**src/rtl/clk_div_gen.sv**
```systemverilog
// Multi-channel programmable clock divider with phase-aligned restart.
// New settings take effect only after every running channel has finished its current period.
module clk_div_gen #(
    parameter int unsigned CHANNELS  = 3,
    parameter int unsigned DIV_WIDTH = 8,
    parameter int unsigned RST_DIV   = 4
) (
    input  logic                            BUS_CLK,
    input  logic                            BUS_RST,
    input  logic [CHANNELS-1:0]             EN,
    input  logic [CHANNELS*DIV_WIDTH-1:0]   DIV_IN,
    input  logic [CHANNELS*DIV_WIDTH-1:0]   PHASE_IN,
    input  logic                            LOAD,
    output logic [CHANNELS-1:0]             CLK_OUT,
    output logic [CHANNELS-1:0]             CE_OUT,
    output logic                            READY
);

    typedef enum logic [1:0] {StStart, StRun, StDrain} state_e;
    typedef logic [CHANNELS-1:0][DIV_WIDTH-1:0] field_t;

    localparam logic [DIV_WIDTH-1:0] RstDiv = DIV_WIDTH'(RST_DIV);
    localparam logic [DIV_WIDTH-1:0] One    = DIV_WIDTH'(1);
    localparam logic [DIV_WIDTH-1:0] Two    = DIV_WIDTH'(2);

    state_e              state_q, state_d;
    logic                ready_q, ready_d;
    field_t              sh_div_q, sh_div_d, sh_ph_q, sh_ph_d;
    field_t              act_div_q, act_div_d, act_ph_q, act_ph_d;
    field_t              cnt_q, cnt_d;
    logic [CHANNELS-1:0] run_q, run_d, clk_q, clk_d, ce_q, ce_d;

    field_t start_div, start_ph, cnt_inc;
    logic   stop_req;

    function automatic logic [DIV_WIDTH-1:0] eff_div(input logic [DIV_WIDTH-1:0] div);
        return (div >= Two) ? div : Two;
    endfunction

    function automatic logic [DIV_WIDTH-1:0] eff_phase(input logic [DIV_WIDTH-1:0] ph,
                                                       input logic [DIV_WIDTH-1:0] div);
        return (ph < div) ? ph : '0;
    endfunction

    // Draining begins on the very edge LOAD arrives in RUN.
    assign stop_req = (state_q == StDrain) || ((state_q == StRun) && LOAD);

    always_comb begin
        start_div = '0;
        start_ph  = '0;
        cnt_inc   = '0;
        for (int i = 0; i < int'(CHANNELS); i++) begin
            start_div[i] = eff_div(sh_div_q[i]);
            start_ph[i]  = eff_phase(sh_ph_q[i], start_div[i]);
            cnt_inc[i]   = cnt_q[i] + One;
        end
    end

    always_comb begin
        state_d   = state_q;
        ready_d   = ready_q;
        sh_div_d  = LOAD ? DIV_IN : sh_div_q;
        sh_ph_d   = LOAD ? PHASE_IN : sh_ph_q;
        act_div_d = act_div_q;
        act_ph_d  = act_ph_q;
        cnt_d     = cnt_q;
        run_d     = run_q;
        clk_d     = clk_q;
        ce_d      = ce_q;

        unique case (state_q)
            StStart: begin
                if (LOAD) begin
                    state_d = StDrain;
                end else begin
                    state_d = StRun;
                    ready_d = 1'b1;
                end
            end
            StRun: begin
                if (LOAD) begin
                    state_d = StDrain;
                    ready_d = 1'b0;
                end
            end
            StDrain: begin
                if (!LOAD && (run_q == '0)) state_d = StStart;
            end
            default: state_d = StStart;
        endcase

        for (int i = 0; i < int'(CHANNELS); i++) begin
            if (state_q == StStart) begin
                if (!LOAD) begin
                    act_div_d[i] = start_div[i];
                    act_ph_d[i]  = start_ph[i];
                    run_d[i]     = EN[i];
                    cnt_d[i]     = EN[i] ? start_ph[i] : '0;
                    clk_d[i]     = EN[i] && (start_ph[i] < (start_div[i] >> 1));
                    ce_d[i]      = EN[i] && (start_ph[i] == '0);
                end
            end else if (run_q[i]) begin
                if (cnt_q[i] == act_div_q[i] - One) begin
                    // End of period: either stop cleanly or wrap into a new high phase.
                    run_d[i] = !(stop_req || !EN[i]);
                    cnt_d[i] = '0;
                    clk_d[i] = run_d[i];
                    ce_d[i]  = run_d[i];
                end else begin
                    cnt_d[i] = cnt_inc[i];
                    clk_d[i] = cnt_inc[i] < (act_div_q[i] >> 1);
                    ce_d[i]  = 1'b0;
                end
            end else if ((state_q == StRun) && !LOAD && EN[i]) begin
                run_d[i] = 1'b1;
                cnt_d[i] = act_ph_q[i];
                clk_d[i] = act_ph_q[i] < (act_div_q[i] >> 1);
                ce_d[i]  = act_ph_q[i] == '0;
            end else begin
                clk_d[i] = 1'b0;
                ce_d[i]  = 1'b0;
            end
        end
    end

    always_ff @(posedge BUS_CLK or posedge BUS_RST) begin
        if (BUS_RST) begin
            state_q   <= StStart;
            ready_q   <= 1'b0;
            sh_div_q  <= {CHANNELS{RstDiv}};
            sh_ph_q   <= '0;
            act_div_q <= {CHANNELS{RstDiv}};
            act_ph_q  <= '0;
            cnt_q     <= '0;
            run_q     <= '0;
            clk_q     <= '0;
            ce_q      <= '0;
        end else begin
            state_q   <= state_d;
            ready_q   <= ready_d;
            sh_div_q  <= sh_div_d;
            sh_ph_q   <= sh_ph_d;
            act_div_q <= act_div_d;
            act_ph_q  <= act_ph_d;
            cnt_q     <= cnt_d;
            run_q     <= run_d;
            clk_q     <= clk_d;
            ce_q      <= ce_d;
        end
    end

    assign CLK_OUT = clk_q;
    assign CE_OUT  = ce_q;
    assign READY   = ready_q;

endmodule

```
**config.mk**
```make
export PLATFORM = sky130hd
export DESIGN_NAME = clk_div_gen
export DESIGN_NICKNAME = d
export VERILOG_FILES = /design/src/rtl/clk_div_gen.sv
export SDC_FILE = /design/constraint.sdc
export NUM_CORES = 1
export LEC_CHECK = 0
export CAP_MARGIN = 0
export CELL_PAD_IN_SITES_DETAIL_PLACEMENT = 1
export CELL_PAD_IN_SITES_GLOBAL_PLACEMENT = 1
export CORE_ASPECT_RATIO = 0.9
export CORE_MARGIN = 3
export CORE_UTILIZATION = 45
export DETAILED_ROUTE_END_ITERATION = 16
export DONT_BUFFER_PORTS = 1
export PLACE_DENSITY = 0.84
export SETUP_SLACK_MARGIN = 0.3
export SYNTH_ARGS = -nofsm -noshare
export SYNTH_HDL_FRONTEND = slang
export SYNTH_SLANG_ARGS = --single-unit
```
**constraint.sdc**
```tcl
create_clock -name BUS_CLK -period 5.9 [get_ports BUS_CLK]
set_clock_uncertainty 0.15 [all_clocks]
set_input_delay 0.59 -clock BUS_CLK [delete_from_list [all_inputs] [get_ports BUS_CLK]]
set_output_delay 0.59 -clock BUS_CLK [all_outputs]
set_load 0.02 [all_outputs]
```
# Yosys cells after proc, flatten, opt, wreduce, memory -nomap -nowiden
# Index checks and enable logic that the tools add are counted.
dict set report op_classes {
  add_sub_neg 6
  bitwise 1
  reduce_logical 41
  eq_ne 8
  n_lt_le_gt_ge 15
  muxes 76
}
# operator count
set op_table {}
lappend op_table {{$mux W8} 24}
lappend op_table {{$lt A8 B7 Y1} 9}
lappend op_table {{$logic_not A8 Y1} 6}
lappend op_table {{$mux W1} 47}
lappend op_table {{$add A8 B1 Y8 const B} 3}
lappend op_table {{$eq A8 B8 Y1} 3}
lappend op_table {{$ge A8 B2 Y1 const B} 3}
lappend op_table {{$lt A8 B8 Y1} 3}
lappend op_table {{$sub A8 B1 Y8 const B} 3}
lappend op_table {{$logic_and A1 B1 Y1} 12}
lappend op_table {{$reduce_and A2 Y1} 5}
lappend op_table {{$reduce_bool A3 Y1} 3}
lappend op_table {{$logic_not A1 Y1} 7}
lappend op_table {{$mux W2} 3}
lappend op_table {{$pmux W2 S3} 1}
lappend op_table {{$logic_or A1 B1 Y1} 4}
lappend op_table {{$ne A2 B2 Y1 const B} 2}
lappend op_table {{$logic_not A3 Y1} 1}
lappend op_table {{$reduce_and A3 Y1} 1}
lappend op_table {{$eq A2 B1 Y1 const B} 1}
lappend op_table {{$eq A2 B2 Y1 const B} 1}
lappend op_table {{$logic_not A2 Y1} 1}
lappend op_table {{$ne A2 B1 Y1 const B} 1}
lappend op_table {{$pmux W1 S2} 1}
lappend op_table {{2 further kinds} 2}
dict set report word_totals {
  word_cells 167
  in_bits 54
  output_inout_bits 7
  regBits 132
}

# Longest topological paths before layout
dict set report logic_depth {
  depth_word 8
  depth_mapped 17
}

# Worst setup path after synthesis
# Ideal clock, no wire load.
dict set report synth_path {
  kind {register to register}
  startpoint {register sh_div_q[15] (netlist bit)}
  endpoint {register clk_q[1], in the netlist CLK_OUT[1]}
  arrival_ns 3.491
  path_slack_ns 2.132
  setup_ns 0.127
  stages_incl_launch_ff 17
  t_required_ns 5.623
  path_buffers 1
  period_less_slack_ns 3.768
  path_cell_list {dfrtp_1 -> or4_1 -> nor3_1 -> nor2_1 -> ha_1 -> o21a_1 -> o21ai_0 -> a221oi_2 -> a2111oi_1 -> clkbuf_1 -> and2_1 -> ha_1 -> o21a_1 -> nor3_1 -> or4_1 -> nand3_1 -> a21oi_1}
}
# element line_no
set synth_rtl {}
lappend synth_rtl {{start: declaration} 28} ;# field_t sh_div_q, sh_div_d, sh_ph_q, sh_ph_d;
lappend synth_rtl {{start signal: assignment} 130} ;# sh_div_q <= {CHANNELS{RstDiv}};
lappend synth_rtl {{start signal: assignment} 141} ;# sh_div_q <= sh_div_d;
lappend synth_rtl {{end signal: assignment} 147} ;# clk_q <= clk_d;
lappend synth_rtl {{end: declaration} 31} ;# logic [CHANNELS-1:0] run_q, run_d, clk_q, clk_d, ce_q, ce_d;

==> flow_summary.toml <==
[run_status]
status = "finished clean"

[global_route]
grt_pass1_wl_um = 43800
grt_max_degree = 86
grt_use_total_pct = 25.7
grt_pass1_vias = 8093
grt-ovfl-total = 0
antenna_found_initial = 0

[timing]
period_minus_slack_ns = 4.32
finalHoldViolations = 0
fmax_mhz = 231
slew_headroom_pct = 25.7
rsz0062_at_grt = "false"
worstMarginPinSlew_ns = 1.11
fin_crit_sh_pct = 73.3
slew_viol_final = 0
whs_ns = 0.113
finalSetupViolCount = 0
fin_setup_tns_ns = 0
fin_ws_ns = 1.58

[clocking]
cts_resized = 0
cts_buffers = 17
clk_latency_ns = 0.44
holdBufCountCts = 1
clk_path_buf_depth = 2
cts_sinks = 132
clkTransAtPathRegs_ns = 0.07
cts_tree = "done"
cts.htree.levels = 4
clockRootBuffer = "clkbuf_16"
post_cts.repair.setup_buffers = 0

[die]
ioPinCount = 61
start_util_pct = 46.7
die_w_um = 153
dieArea_sq_mm = 0.0212
num_rows = 47
die_y_um = 138
coreArea_sq_mm = 0.0188

[critical_path]
r2r_setup_slack_ns = 1.58
max_stage_delay_ns = 0.86
start_kind = "flip-flop"
cp-end-kind = "flip-flop"
crit_required_ns = 6.08
arrival_ns = 4.50
cp_cell_sequence = "nor4_1 > a31oi_1 > ha_1 > a21o_1 > a21oi_1 > o22ai_1 > nor3_1 > and2_1 > ha_1 > a211o_1 > o21ai_0 > nor2_1 > o21ai_0 > o211ai_1 > o221ai_1"
path_delay_family = "compound AO/OA/AOI/OAI gates"
cp_max_fo = 12
path_buf_inv = 0
slowest_stage = "nor3_1"
path_class = "flip-flop to flip-flop"

[finish]
finalNetCount = 1077
design_area_sq_mm = 0.00950
utilization_pct = 50.6
fillCellCount = 2160
regArea_sq_mm = 0.00331
diodes = 0
multiInputGateArea_sq_mm = 0.00502
drive_above_1_share_pct = 10.4
area_growth_pct = 8.49

[detailed_routing]
drt-total-wl_um = 27000
drc = 0
routed-via-count = 7514
vias_per_cell = 6.26
first_iter_violations = 474
dr.pass1.iters = 5
ant_nets = 0
wl_per_cell_um = 22.5

[logic_synthesis]
yosysTopAreaCellShare_pct = 36.0
synth-async-reset-ratio_pct = 100
synth-seq-area-share_pct = 37.8
ys_seq_elements = 132
synth_edf_count = 0
ys.flop_type = "dfrtp_1"
ys_warn_count = 0
synthTopCellsByArea = "dfrtp_1 36%, ha_1 12%, mux2_2 6.0%"
synth_commonest_cells = "126 x dfrtp_1, 101 x nand2_1, 81 x ha_1"
synth_most_common_cell = "dfrtp_1"
syn_inst = 958
synth_top_cell_by_area = "dfrtp_1"
synth_area_per_cell_sq_um = 9.14
netlist_area_sq_mm = 0.00875
syn_nets = 1093
ys_types = 63

[pwr]
p_leak_uw = 0.00423
power.density_mw_per_mm2 = 536
peakVddDrop_uv = 244

[run]
drv_cap = 0

[min_path]
hp-class = "input pin to flip-flop"

[placed_design]
dp_slack_ns = 1.82
place_congestion = 0.909
dpl.hpwl_um = 19400
port_buffers = 0
placed_cell_area_sq_mm = 0.00892
flip-flops by register name, indices dropped and copies added (netlist names):
name / cells
CLK_OUT: 3
sh_ph_q: 24
sh_div_q: 24
CE_OUT: 3
state_q: 2
act_ph_q: 24
act_div_q: 24
run_q: 3
cnt_q: 24
READY: 1
layout by cell type (no fill, tap or decap), types with 15 or more instances in the layout:
cell         n
nor2_1      53
a21o_1      15
a221oi_1    18
xor2_1      17
mux2_2      47
a21oi_1     51
o21ai_0     67
ha_1        81
nand3_1     31
clkbuf_16   17
and2_1      20
nor3_1      26
dfrtp_1    126
xnor2_1     28
inv_1       62
nand2_1    101
cells by family (layout without fill, tap and decap cells):
logic type	after synthesis	count (layout)	synth area share, %
DFF	132	132	37.8
AOI/OAI and AO/OA	236	236	17.7
xor gates and xnor gates	45	45	4.50
adders and majority gates	81	81	11.6
muxes	49	49	6.28
and+or+nand+nor	310	310	17.2
buffers and inverters	105	102	4.86
worst reg2reg max path: stages, from the launching register on:
cell and delay [ns]:
dfrtp_1 0.39, nor4_1 0.36, a31oi_1 0.22, ha_1 0.23, a21o_1 0.15, a21oi_1 0.19, o22ai_1 0.15, nor3_1 0.86
and2_1 0.26, ha_1 0.25, a211o_1 0.28, o21ai_0 0.17, nor2_1 0.07, o21ai_0 0.20, o211ai_1 0.15, o221ai_1 0.14
layer usage:
metal / vias up / part of all wire, % / track usage (%)
li1: 3440 / - / -
met1: 3783 / 44 / 33.9
met4: 0 / 2.8 / 9.56
met5: - / 0 / 0
met2: 232 / 48 / 41.7
met3: 59 / 5.5 / 5.47
final cells by class:
| class | count | share of cell area, % |
|---|---|---|
| repair buffers | 7 | 0.580 |
| inverters | 63 | 2.54 |
| multi-input cells | 721 | 52.9 |
| flip-flops and latches | 132 | 34.9 |
| well taps | 245 | 3.23 |
| clock inverters | 15 | 1.45 |
| clock buffers | 17 | 4.48 |
final timing paths:
check | from | end | cells after the start
worst max-delay path | sh_div_q[23] | CLK_OUT[2] | 15
worst min-delay path | DIV_IN[2] | sh_div_q[2] | 2
worst max register to register | sh_div_q[23] | CLK_OUT[2] | 15
worst min register to register | act_div_q[22] | act_div_q[22] | 2
max in group asynchronous | BUS_RST | cnt_q[11] | 3
min in group asynchronous | BUS_RST | sh_ph_q[6] | 2
per-stage QoR:
stage	instances	power (uW)
final	1200	5090
after floorplan	958	3310
after detailed placement	1167	3970
after global placement	1167	3810
after global routing	1200	5480
after CTS	1200	5070
power by group:
| part | leakage, uW | switching, uW | internal (uW) | total, uW |
|---|---|---|---|---|
| logic | 0.00234 | 1320 | 989 | 2310 |
| clock network | 0.000284 | 484 | 558 | 1040 |
| registers | 0.00161 | 530 | 1210 | 1740 |
| total | 0.00423 | 2330 | 2760 | 5090 |
No activity file was read; power rests on OpenSTA's default activity.
